===== config.mk =====
export PLATFORM = sky130hd
export DESIGN_NAME = gcd_ctrl
export DESIGN_NICKNAME = d
export VERILOG_FILES = /design/src/rtl/gcd_pkg.sv /design/src/rtl/gcd_ctrl.sv
export SDC_FILE = /design/constraint.sdc
export NUM_CORES = 1
export LEC_CHECK = 0
export ABC_CLOCK_PERIOD_IN_PS = 1800
export BUFFER_PORTS_ARGS = -buffer_cell sky130_fd_sc_hd__buf_2
export CAP_MARGIN = 5
export CORE_MARGIN = 2
export CORE_UTILIZATION = 25
export CTS_CLUSTER_SIZE = 30
export DETAILED_ROUTE_END_ITERATION = 16
export PLACE_DENSITY_LB_ADDON = 0.25
export SYNTH_ARGS = -nofsm -noshare
export SYNTH_HDL_FRONTEND = slang
export SYNTH_SLANG_ARGS = --single-unit

===== constraint.sdc =====
create_clock -name clk -period 1.8 [get_ports clk]
set_input_delay 0.18 -clock clk [delete_from_list [all_inputs] [get_ports clk]]
set_output_delay 0.18 -clock clk [all_outputs]
set_load 0.1 [all_outputs]

===== src/rtl/gcd_pkg.sv =====
// Shared types and constants for the subtractive GCD controller.
// Mux-select encodings match the datapath wiring.
package gcd_pkg;

    localparam int GCD_W        = 16;
    localparam int MAX_ITER_DEF = 65535;
    localparam int CNT_W_DEF    = 16;

    localparam logic SEL_A   = 1'b1;
    localparam logic SEL_B   = 1'b0;
    localparam logic SEL_DIN = 1'b1;
    localparam logic SEL_SUB = 1'b0;

    typedef enum logic [2:0] {
        IDLE    = 3'd0,
        LOAD_A  = 3'd1,
        LOAD_B  = 3'd2,
        COMPUTE = 3'd3,
        DONE    = 3'd4,
        ERR     = 3'd5
    } state_t;

endpackage


===== src/rtl/gcd_ctrl.sv =====
// Control FSM for the 16-bit subtractive GCD datapath.
// Loads A then B, iterates on comparator flags, pulses done or err.
module gcd_ctrl
    import gcd_pkg::*;
#(
    parameter int unsigned MAX_ITER = MAX_ITER_DEF,
    parameter int unsigned CNT_W    = CNT_W_DEF
) (
    input  logic             clk,
    input  logic             rst,
    input  logic             start,
    input  logic             abort,
    input  logic             op_valid,
    output logic             op_ready,
    output logic             op_sel,
    input  logic             gt,
    input  logic             ls,
    input  logic             eq,
    output logic             lda,
    output logic             ldb,
    output logic             sela,
    output logic             selb,
    output logic             sel_in,
    output logic             busy,
    output logic             done,
    output logic             err,
    output logic [CNT_W-1:0] iter_count
);

    localparam logic [CNT_W-1:0] CNT_MAX = CNT_W'(MAX_ITER);

    state_t state;
    state_t state_nx;

    logic       is_gt;
    logic       is_ls;
    logic       is_eq;
    logic       cnt_max;
    logic       cnt_inc;
    logic       cnt_clr;
    logic [2:0] flags;

    // Anything other than exactly one flag is an illegal comparator code.
    assign flags = {gt, ls, eq};

    always_comb begin
        is_gt = 1'b0;
        is_ls = 1'b0;
        is_eq = 1'b0;
        case (flags)
            3'b100:  is_gt = 1'b1;
            3'b010:  is_ls = 1'b1;
            3'b001:  is_eq = 1'b1;
            default: ;
        endcase
    end

    assign cnt_max = (iter_count == CNT_MAX);
    assign cnt_clr = (state == IDLE) && start;
    assign cnt_inc = (state == COMPUTE) && (is_gt || is_ls)
                     && !cnt_max && !abort;

    always_ff @(posedge clk) begin
        if (rst) begin
            state <= IDLE;
        end else begin
            state <= state_nx;
        end
    end

    // Saturating: the MAX_ITER check stops increments before any wrap.
    always_ff @(posedge clk) begin
        if (rst) begin
            iter_count <= '0;
        end else if (cnt_clr) begin
            iter_count <= '0;
        end else if (cnt_inc) begin
            iter_count <= iter_count + 1'b1;
        end
    end

    always_comb begin
        state_nx = state;
        case (state)
            IDLE: begin
                if (start) state_nx = LOAD_A;
            end
            LOAD_A: begin
                if (op_valid) state_nx = LOAD_B;
            end
            LOAD_B: begin
                if (op_valid) state_nx = COMPUTE;
            end
            COMPUTE: begin
                if (is_eq) begin
                    state_nx = DONE;
                end else if (is_gt || is_ls) begin
                    state_nx = cnt_max ? ERR : COMPUTE;
                end else begin
                    state_nx = ERR;
                end
            end
            DONE:    state_nx = IDLE;
            ERR:     state_nx = IDLE;
            default: state_nx = IDLE;
        endcase
        // abort overrides every transition out of a busy state
        if (abort && state != IDLE) state_nx = IDLE;
    end

    always_comb begin
        op_ready = 1'b0;
        op_sel   = 1'b0;
        lda      = 1'b0;
        ldb      = 1'b0;
        sela     = 1'b0;
        selb     = 1'b0;
        sel_in   = SEL_SUB;
        busy     = (state != IDLE);
        done     = 1'b0;
        err      = 1'b0;
        case (state)
            LOAD_A: begin
                op_ready = 1'b1;
                sel_in   = SEL_DIN;
                lda      = op_valid && !abort;
            end
            LOAD_B: begin
                op_ready = 1'b1;
                op_sel   = 1'b1;
                sel_in   = SEL_DIN;
                ldb      = op_valid && !abort;
            end
            COMPUTE: begin
                sel_in = SEL_SUB;
                if (is_gt) begin
                    sela = SEL_A;
                    selb = SEL_B;
                    lda  = !cnt_max && !abort;
                end else if (is_ls) begin
                    sela = SEL_B;
                    selb = SEL_A;
                    ldb  = !cnt_max && !abort;
                end
            end
            DONE:    done = 1'b1;
            ERR:     err  = 1'b1;
            default: ;
        endcase
    end

endmodule


# [Word-level counts from Yosys, hierarchy flattened]
# Cells that the tools add are included.
[totals] register_bits=19 output_inout_bits=26 wordCells=55
[op_classes] add_sub_neg=1 n_eq_ne=12 n_mux=24 n_reduce_logical=16
[ops] op="two-way mux 3 bit" n=6
[ops] op="adder 16 x 1 -> 16 bit, second input constant" n=1
[ops] op="== test 16 bit, second input constant" n=1
[ops] op="two-way mux 1 bit" n=15
[ops] op="one-hot mux 3 bit (4 select lines)" n=1
[ops] op="== test 3 x 2 -> 1 bit, second input constant" n=3
[ops] op="== test 3 bit, second input constant" n=3
[ops] op="logical AND 1 bit" n=7
[ops] op="== test 3 x 1 -> 1 bit, second input constant" n=2
[ops] op="inequality test 2 bit, second input constant" n=3
[ops] op="OR reduction 2 bit" n=3
[ops] op="one-hot mux 1 bit (2 select lines)" n=2
[ops] op="logical NOT 3 bit" n=1
[ops] op="AND reduction 3 bit" n=1
[ops] op="nonzero test 3 bit" n=1
[ops] op="logical NOT 1 bit" n=2
[ops] op="logical OR 1 bit" n=1

# [Longest topological paths before layout]
# Gate-level depths: netlist of the first run.
[logic_depth] ltp_word=6 mapped_depth=7 depth_no_buf=6

# [Worst setup path after synthesis of the first run]
# OpenSTA, ideal clock, no wires.
[synth_path] path_kind="flip-flop to output port" startpoint="reg iter_count[0]" endpoint="out lda" arrival_time_ns=3.840 slack_ns=-2.220 path_stages_with_launch=7 n_path_buf=1 cell_sequence="dfxtp_1 -> ha_1 -> nand4_1 -> or4_1 -> buf_2 -> a31oi_1 -> nor3b_1"
[synth_between] elab_chain_len=5
[synth_rtl] item="from (decl)" line_no="gcd_ctrl.sv:27" rtl="output logic [CNT_W-1:0] iter_count"
[synth_rtl] item="from (signal assigned)" line_no="gcd_ctrl.sv:78" rtl="iter_count <= iter_count + 1'b1;"
[synth_rtl] item="== test 16 bit" line_no="gcd_ctrl.sv:58" rtl="assign cnt_max = (iter_count == CNT_MAX);"
[synth_rtl] item="logical NOT 1 bit" line_no="gcd_ctrl.sv:139" rtl="lda = !cnt_max && !abort;"
[synth_rtl] item="logical AND 1 bit" line_no="gcd_ctrl.sv:139"
[synth_rtl] item="two-way mux 1 bit" line_no="gcd_ctrl.sv:136" rtl="if (is_gt) begin"
[synth_rtl] item="one-hot mux 1 bit (2 select lines)" line_no="gcd_ctrl.sv:122" rtl="case (state)"
[synth_rtl] item="to (decl)" line_no="gcd_ctrl.sv:19" rtl="output logic lda,"
# No other way between the ends.

# [Final worst setup path of the first run]
# Ends and elaborated chain as after synthesis.

==> results of run 1 <==
## cell usage in the layout, fill, tap and decap left out, types with 2 or more instances in the layout
cell type / instances
a21oi_1: 4
and2_1: 3
and3_1: 7
buf_12: 7
buf_2: 27
buf_4: 15
clkbuf_8: 3
dfxtp_1: 2
dfxtp_2: 8
dfxtp_4: 9
inv_1: 2
nand2_1: 10
nand2b_1: 2
nand3_1: 9
nand4_1: 7
nor2_1: 14
nor2_2: 2
nor3_1: 5
nor3b_1: 2
nor3b_4: 2
o21ai_0: 3
or3_1: 2
xnor2_1: 4
xor2_1: 9
## cell usage after synthesis (all sizes together), types with 3 or more instances
| cell | number |
|---|---|
| a21oi | 5 |
| buf | 3 |
| or3 | 3 |
| xor2 | 10 |
| nand2 | 10 |
| o21ai | 4 |
| nand3 | 9 |
| dfxtp | 19 |
| clkbuf | 4 |
| xnor2 | 4 |
| and2 | 3 |
| nand4 | 8 |
| nor2 | 17 |
| and3 | 7 |
| nor3b | 4 |
| nor3 | 5 |
## metal layers
layer,share of wire [%],vias up,GRT usage [%],wire (um)
met5,0,-,0,0
met4,0.54,0,3.774,16
met3,5.7,2,2.707,167
met2,46,29,19.50,1357
met1,48,531,16.37,1398
li1,-,582,-,-
## sequential cells by signal, summed over array words and instances, names as in the netlist
| name | cells |
|---|---|
| iter_count | 16 |
| state | 3 |
## cell type report
class	instances	area, um^2
clock buffer	4	45.04
timing repair buffer	49	387.9
sequential	19	424.2
inverter	2	7.507
tap	52	65.06
multi-input combinational	108	773.2
fill	454	2621
## stage by stage
stage | instances | setup TNS [ns] | instance area [um^2] | worst slack (ns) | hold WS [ns]
global placement | 229 | 0 | 1645 | 0.005398 | 0.4096
detailed placement | 229 | -0.02151 | 1645 | -0.01707 | 0.4183
floorplan | 136 | -1.688 | 1246 | -0.3390 | 0.2697
finish | 234 | -0.7197 | 1703 | -0.2184 | 0.1482
CTS | 234 | -0.6569 | 1699 | -0.2243 | 0.1438
global route | 234 | -1.852 | 1703 | -0.3017 | 0.1579
## critical path, cell delays in order, from the launching register on
cell,delay [ns]
dfxtp_4,0.36
ha_4,0.12
nand4_1,0.08
or4_4,0.59
a31oi_4,0.20
nor3b_4,0.07
buf_12,0.16
## timing repair
item | in CTS | in global routing
cloned | 0 | 0
gates resized for setup | 1 | 1
endpoints found under the setup margin | 4 | 14
buffers inserted | 1 | 0
pin swaps | 6 | 7
## power by group through the flow
stage,clock network (mW),logic [mW],registers [mW]
3_5_place_dp,0,0.221,0.423
2_1_floorplan,0,0.150,0.423
5_1_grt,0.327,0.232,0.413
3_3_place_gp,0,0.220,0.423
4_1_cts,0.310,0.222,0.413
6_report,0.296,0.220,0.413
## logic make-up (layout without fill, tap and decap cells)
family | after synthesis | count (layout)
compound gates | 17 | 17
xor+xnor | 14 | 14
fa+ha+maj | 1 | 1
buf+inv | 9 | 55
flops | 19 | 19
simple gates | 76 | 76
## worst paths after layout
path	cells after the start	endpoint
worst max register to register	8	iter_count[0]$_SDFFE_PP0P_
worst max-delay path	6	lda
worst min-delay path	2	state[0]$_SDFFE_PP0P_
worst min register to register	2	iter_count[15]$_SDFFE_PP0P_
==> results.json, run 1 <==
{
  "outcome": "complete, but fails checks",
  "violations": "setup timing",
  "async_reset_ff_share_pct": 0,
  "crit_path_start": "iter_count[0]$_SDFFE_PP0P_",
  "fin_crit_sh_pct": 112.1,
  "numCtsBuffers": 3,
  "synthAdderAreaFrac_pct": 1.129,
  "core_area_mm2": 0.004324,
  "synth.yosys.seq_area_share_pct": 34.31,
  "finalWirelength_um": 2938,
  "grt-ovfl-total": 0,
  "dieArea_mm2": 0.004983,
  "fmax_mhz": 495.4,
  "path_max_fanout": 4,
  "rsz0062_at_grt": "true",
  "power_frac_comb_pct": 23.7,
  "hp-start": "rst",
  "drc": 0,
  "pwr-share-seq_pct": 44.5,
  "synth_edf_count": 0,
  "synth.mux.area_fraction_pct": 0,
  "post_drt_via_cell_ratio": 4.889,
  "irDropWorstVdd_mv": 0.1895,
  "cap_violations": 0,
  "crit_required_ns": 1.62,
  "gp_congestion": 0.8034,
  "syn_inst": 136,
  "endpoint_kind": "output port",
  "p_switching_mw": 0.2842,
  "swShare_pct": 30.60,
  "syn-cell-area_mm2": 0.001109,
  "synth_top_area_share_pct": 34.31,
  "finalSetupViolCount": 8,
  "dp_hpwl_um": 2275,
  "p_int_mw": 0.6445,
  "wl_per_cell_um": 12.56,
  "clock_skew_ns": 0.002082,
  "synth_top_family_by_area": "simple AND/OR/NAND/NOR gates",
  "n_antenna_cell": 0,
  "area_delta_synth_final_pct": 53.61,
  "drt_pass1_iterations": 4,
  "finalMaxSlewViolations": 0,
  "grt_max_degree": 17,
  "antenna_found_initial": 0,
  "worst_ep_arrival_time_ns": 1.84,
  "synth_compound_area_share_pct": 9.707,
  "initial_utilization_pct": 25.64,
  "layout-drive-gt1-share_pct": 47.25,
  "clock_power_share_pct": 31.8,
  "worst_pin_slew_ns": 0.4943,
  "reg2reg_from": "iter_count[0]$_SDFFE_PP0P_",
  "yosysUniqueCellTypes": 37,
  "p_total_mw": 0.9287,
  "syn_nets": 145,
  "hold_viol": 0,
  "crit_type": "reg -> out",
  "die_width_um": 70.59,
  "avgSynthCellArea_um2": 8.151,
  "drtAntennaViolNets": 0,
  "fin_util_pct": 39.38,
  "cts_tree": "built",
  "clkSinkCount": 19,
  "cts.path.max_buffers": 2,
  "fin_ws_ns": -0.2184,
  "yosysWarningCount": 0,
  "synth-main-ff-cell": "dfxtp_1",
  "ff2ff_setup_slack_ns": -0.09,
  "clockRootBuffer": "clkbuf_8",
  "max-slew-margin-rel_pct": 67.27,
  "hp-class": "in -> reg",
  "grt_usage_pct": 12.14,
  "clock_latency_ns": 0.25,
  "grt_pass1_vias": 1096,
  "grt_pass1_wl_um": 4961,
  "fin_nets": 192,
  "synthXorXnorAreaFrac_pct": 11.74,
  "p_leak_nw": 0.6839,
  "postCtsHoldBufs": 0,
  "die_y_um": 70.59,
  "portBuffers": 33,
  "ys_ff_latch": 19,
  "clk_pin_slew_worst_paths_ns": 0.07,
  "vias": 1144,
  "cp-start-kind": "flop",
  "htree_levels": 1,
  "p_per_area_mw_per_mm2": 545.4,
  "drtIter0Drc": 51,
  "synthTopCellsByArea": "dfxtp_1 34%, xor2_1 7.1%, nor2_1 5.8%",
  "io-pin-count": 34,
  "rows": 24,
  "period_minus_slack_ns": 2.018,
  "synthSimpleGateAreaFrac_pct": 39.39,
  "yosysTopAreaCell": "dfxtp_1"
}
No activity file was read; power rests on OpenSTA's default activity.
==> run 2: changes to the inputs <==
Settings changed: CAP_MARGIN 5 to 20, MAX_ROUTING_LAYER set to met4.
==> run 2 against run 1 <==
Against the previous run:
- the flow still finishes with violations (setup timing)
- sequential power about the same
- core utilization unchanged
- power about the same
- clock power about the same
- register-to-register slack barely moved
- combinational power about the same
- critical path depth is the same
- worst hold slack hardly changed
- maximum frequency unchanged
- wire length is essentially flat
- critical endpoint unchanged
==> results.json, run 2 (synthesized netlist as in run 1, its figures left out) <==
{
  "outcome": "complete, but fails checks",
  "violations": "setup timing",
  "p_per_area_mw_per_mm2": 545.3,
  "use_met3_pct": 2.422,
  "fin_crit_sh_pct": 112.1,
  "hold_viol": 0,
  "grt_pass1_vias": 1096,
  "clk_pin_slew_worst_paths_ns": 0.07,
  "grt-ovfl-total": 0,
  "worst_ep_arrival_time_ns": 1.84,
  "final_common_cell": "buf_2",
  "cts_tree": "built",
  "busiest_layer": "met2",
  "clkSinkCount": 19,
  "dp_hpwl_um": 2275,
  "gp_congestion": 0.8151,
  "p_leak_nw": 0.6839,
  "worst_pin_slew_ns": 0.4943,
  "hold_depth": 2,
  "die_y_um": 70.59,
  "antenna_found_initial": 0,
  "grt_use_met2_pct": 19.50,
  "core_area_mm2": 0.004324,
  "drtIter0Drc": 73,
  "drt_pass1_iterations": 4,
  "crit_type": "reg -> out",
  "irDropWorstVdd_mv": 0.1895,
  "endpoint_kind": "output port",
  "slowest_delay_ns": 0.59,
  "grt_pass1_wl_um": 4968,
  "postCtsHoldBufs": 0,
  "vias": 1144,
  "io-pin-count": 34,
  "clock_latency_ns": 0.25,
  "fill_cells": 454,
  "finalMaxSlewViolations": 0,
  "critical_path.slowest_cell": "or4_4",
  "cap_violations": 0,
  "crit_required_ns": 1.62,
  "clock_skew_ns": 0.002166,
  "fin_util_pct": 39.38,
  "largestRegisters": "iter_count (16), state (3)",
  "finalSetupViolCount": 8,
  "layout-drive-gt1-share_pct": 47.25,
  "stdcell_count": 234,
  "regMostFlops": "iter_count",
  "largest_reg_flops": 16,
  "path_max_fanout": 4,
  "period_minus_slack_ns": 2.018,
  "dp.cells": 229,
  "initial_utilization_pct": 25.64,
  "die_width_um": 70.59,
  "cts.path.max_buffers": 2,
  "post_drt_via_cell_ratio": 4.889,
  "layout_common_cells": "27 x buf_2, 15 x buf_4, 14 x nor2_1",
  "hp-class": "in -> reg",
  "rsz0062_at_grt": "true",
  "clockRootBuffer": "clkbuf_8",
  "max-slew-margin-rel_pct": 67.27,
  "htree_levels": 1,
  "rows": 24,
  "n_antenna_cell": 0,
  "final.setup.tns_ns": -0.7198,
  "fin_nets": 192,
  "portBuffers": 33,
  "cp-start-kind": "flop",
  "grt_max_degree": 17,
  "fmax_mhz": 495.4,
  "numCtsBuffers": 3,
  "grt_usage_pct": 12.51,
  "grtUsageMet1_pct": 16.55,
  "dieArea_mm2": 0.004983,
  "drtAntennaViolNets": 0,
  "r2r_cells": 8,
  "wl_per_cell_um": 12.56,
  "finalWirelength_um": 2940,
  "path_cells": "ha_4 -> nand4_1 -> or4_4 -> a31oi_4 -> nor3b_4 -> buf_12",
  "area_delta_synth_final_pct": 53.61,
  "fin_ws_ns": -0.2184,
  "drc": 0
}
==> run 2: repair_timing <==
action	CTS	global route
setup buffers	1	0
endpoints found under the setup margin	4	14
pin swaps	6	7
gates resized for setup	1	1
==> run 2: path summary, 6_finish.rpt <==
path | start | to | slack, ns
setup reg to reg | iter_count[0]$_SDFFE_PP0P_ | iter_count[0]$_SDFFE_PP0P_ | -0.09
hold / removal | rst | state[0]$_SDFFE_PP0P_ | 0.15
hold reg to reg | iter_count[15]$_SDFFE_PP0P_ | iter_count[15]$_SDFFE_PP0P_ | 0.49
setup / recovery | iter_count[0]$_SDFFE_PP0P_ | lda | -0.22
==> run 2: cell type report <==
type | count | area [um^2] | area share (%)
Clock buffer | 4 | 45.04 | 2.645
Inverter | 2 | 7.507 | 0.4409
Multi-Input combinational cell | 108 | 773.2 | 45.41
Sequential cell | 19 | 424.2 | 24.91
Tap cell | 52 | 65.06 | 3.821
Timing Repair Buffer | 49 | 387.9 | 22.78
==> run 2: per-stage QoR <==
step	setup WS (ns)	power [mW]	cell area [um^2]	hold slack [ns]
final	-0.2184	0.9286	1703	0.1483
after floorplan	-0.3390	0.5737	1246	0.2697
after detailed placement	-0.01707	0.6439	1645	0.4183
after CTS	-0.2243	0.9445	1699	0.1438
after global routing	-0.3017	0.9720	1703	0.1579
after global placement	0.005398	0.6429	1645	0.4096
==> run 2: power by group <==
part	switching, mW	leakage (nW)	internal, mW
registers	0.00311	0.165	0.410
logic	0.143	0.496	0.0775
clock network	0.138	0.0228	0.157
total	0.284	0.684	0.644
==> run 2: metal layers <==
| metal | share of wire [%] | vias up |
|---|---|---|
| li1 | - | 582 |
| met1 | 48 | 531 |
| met2 | 46 | 29 |
| met3 | 5.2 | 2 |
| met4 | 0.54 | 0 |
| met5 | 0 | - |
==> run 2: worst max-delay path, delay by kind of cell, from the launching register on <==
| family | cells | cell delay (ns) |
|---|---|---|
| AO/OA/AOI/OAI | 1 | 0.20 |
| AND/OR/NAND/NOR | 3 | 0.74 |
| buffers and inverters | 1 | 0.16 |
| adder cells (fa/ha/maj) | 1 | 0.12 |
| flip-flops | 1 | 0.36 |
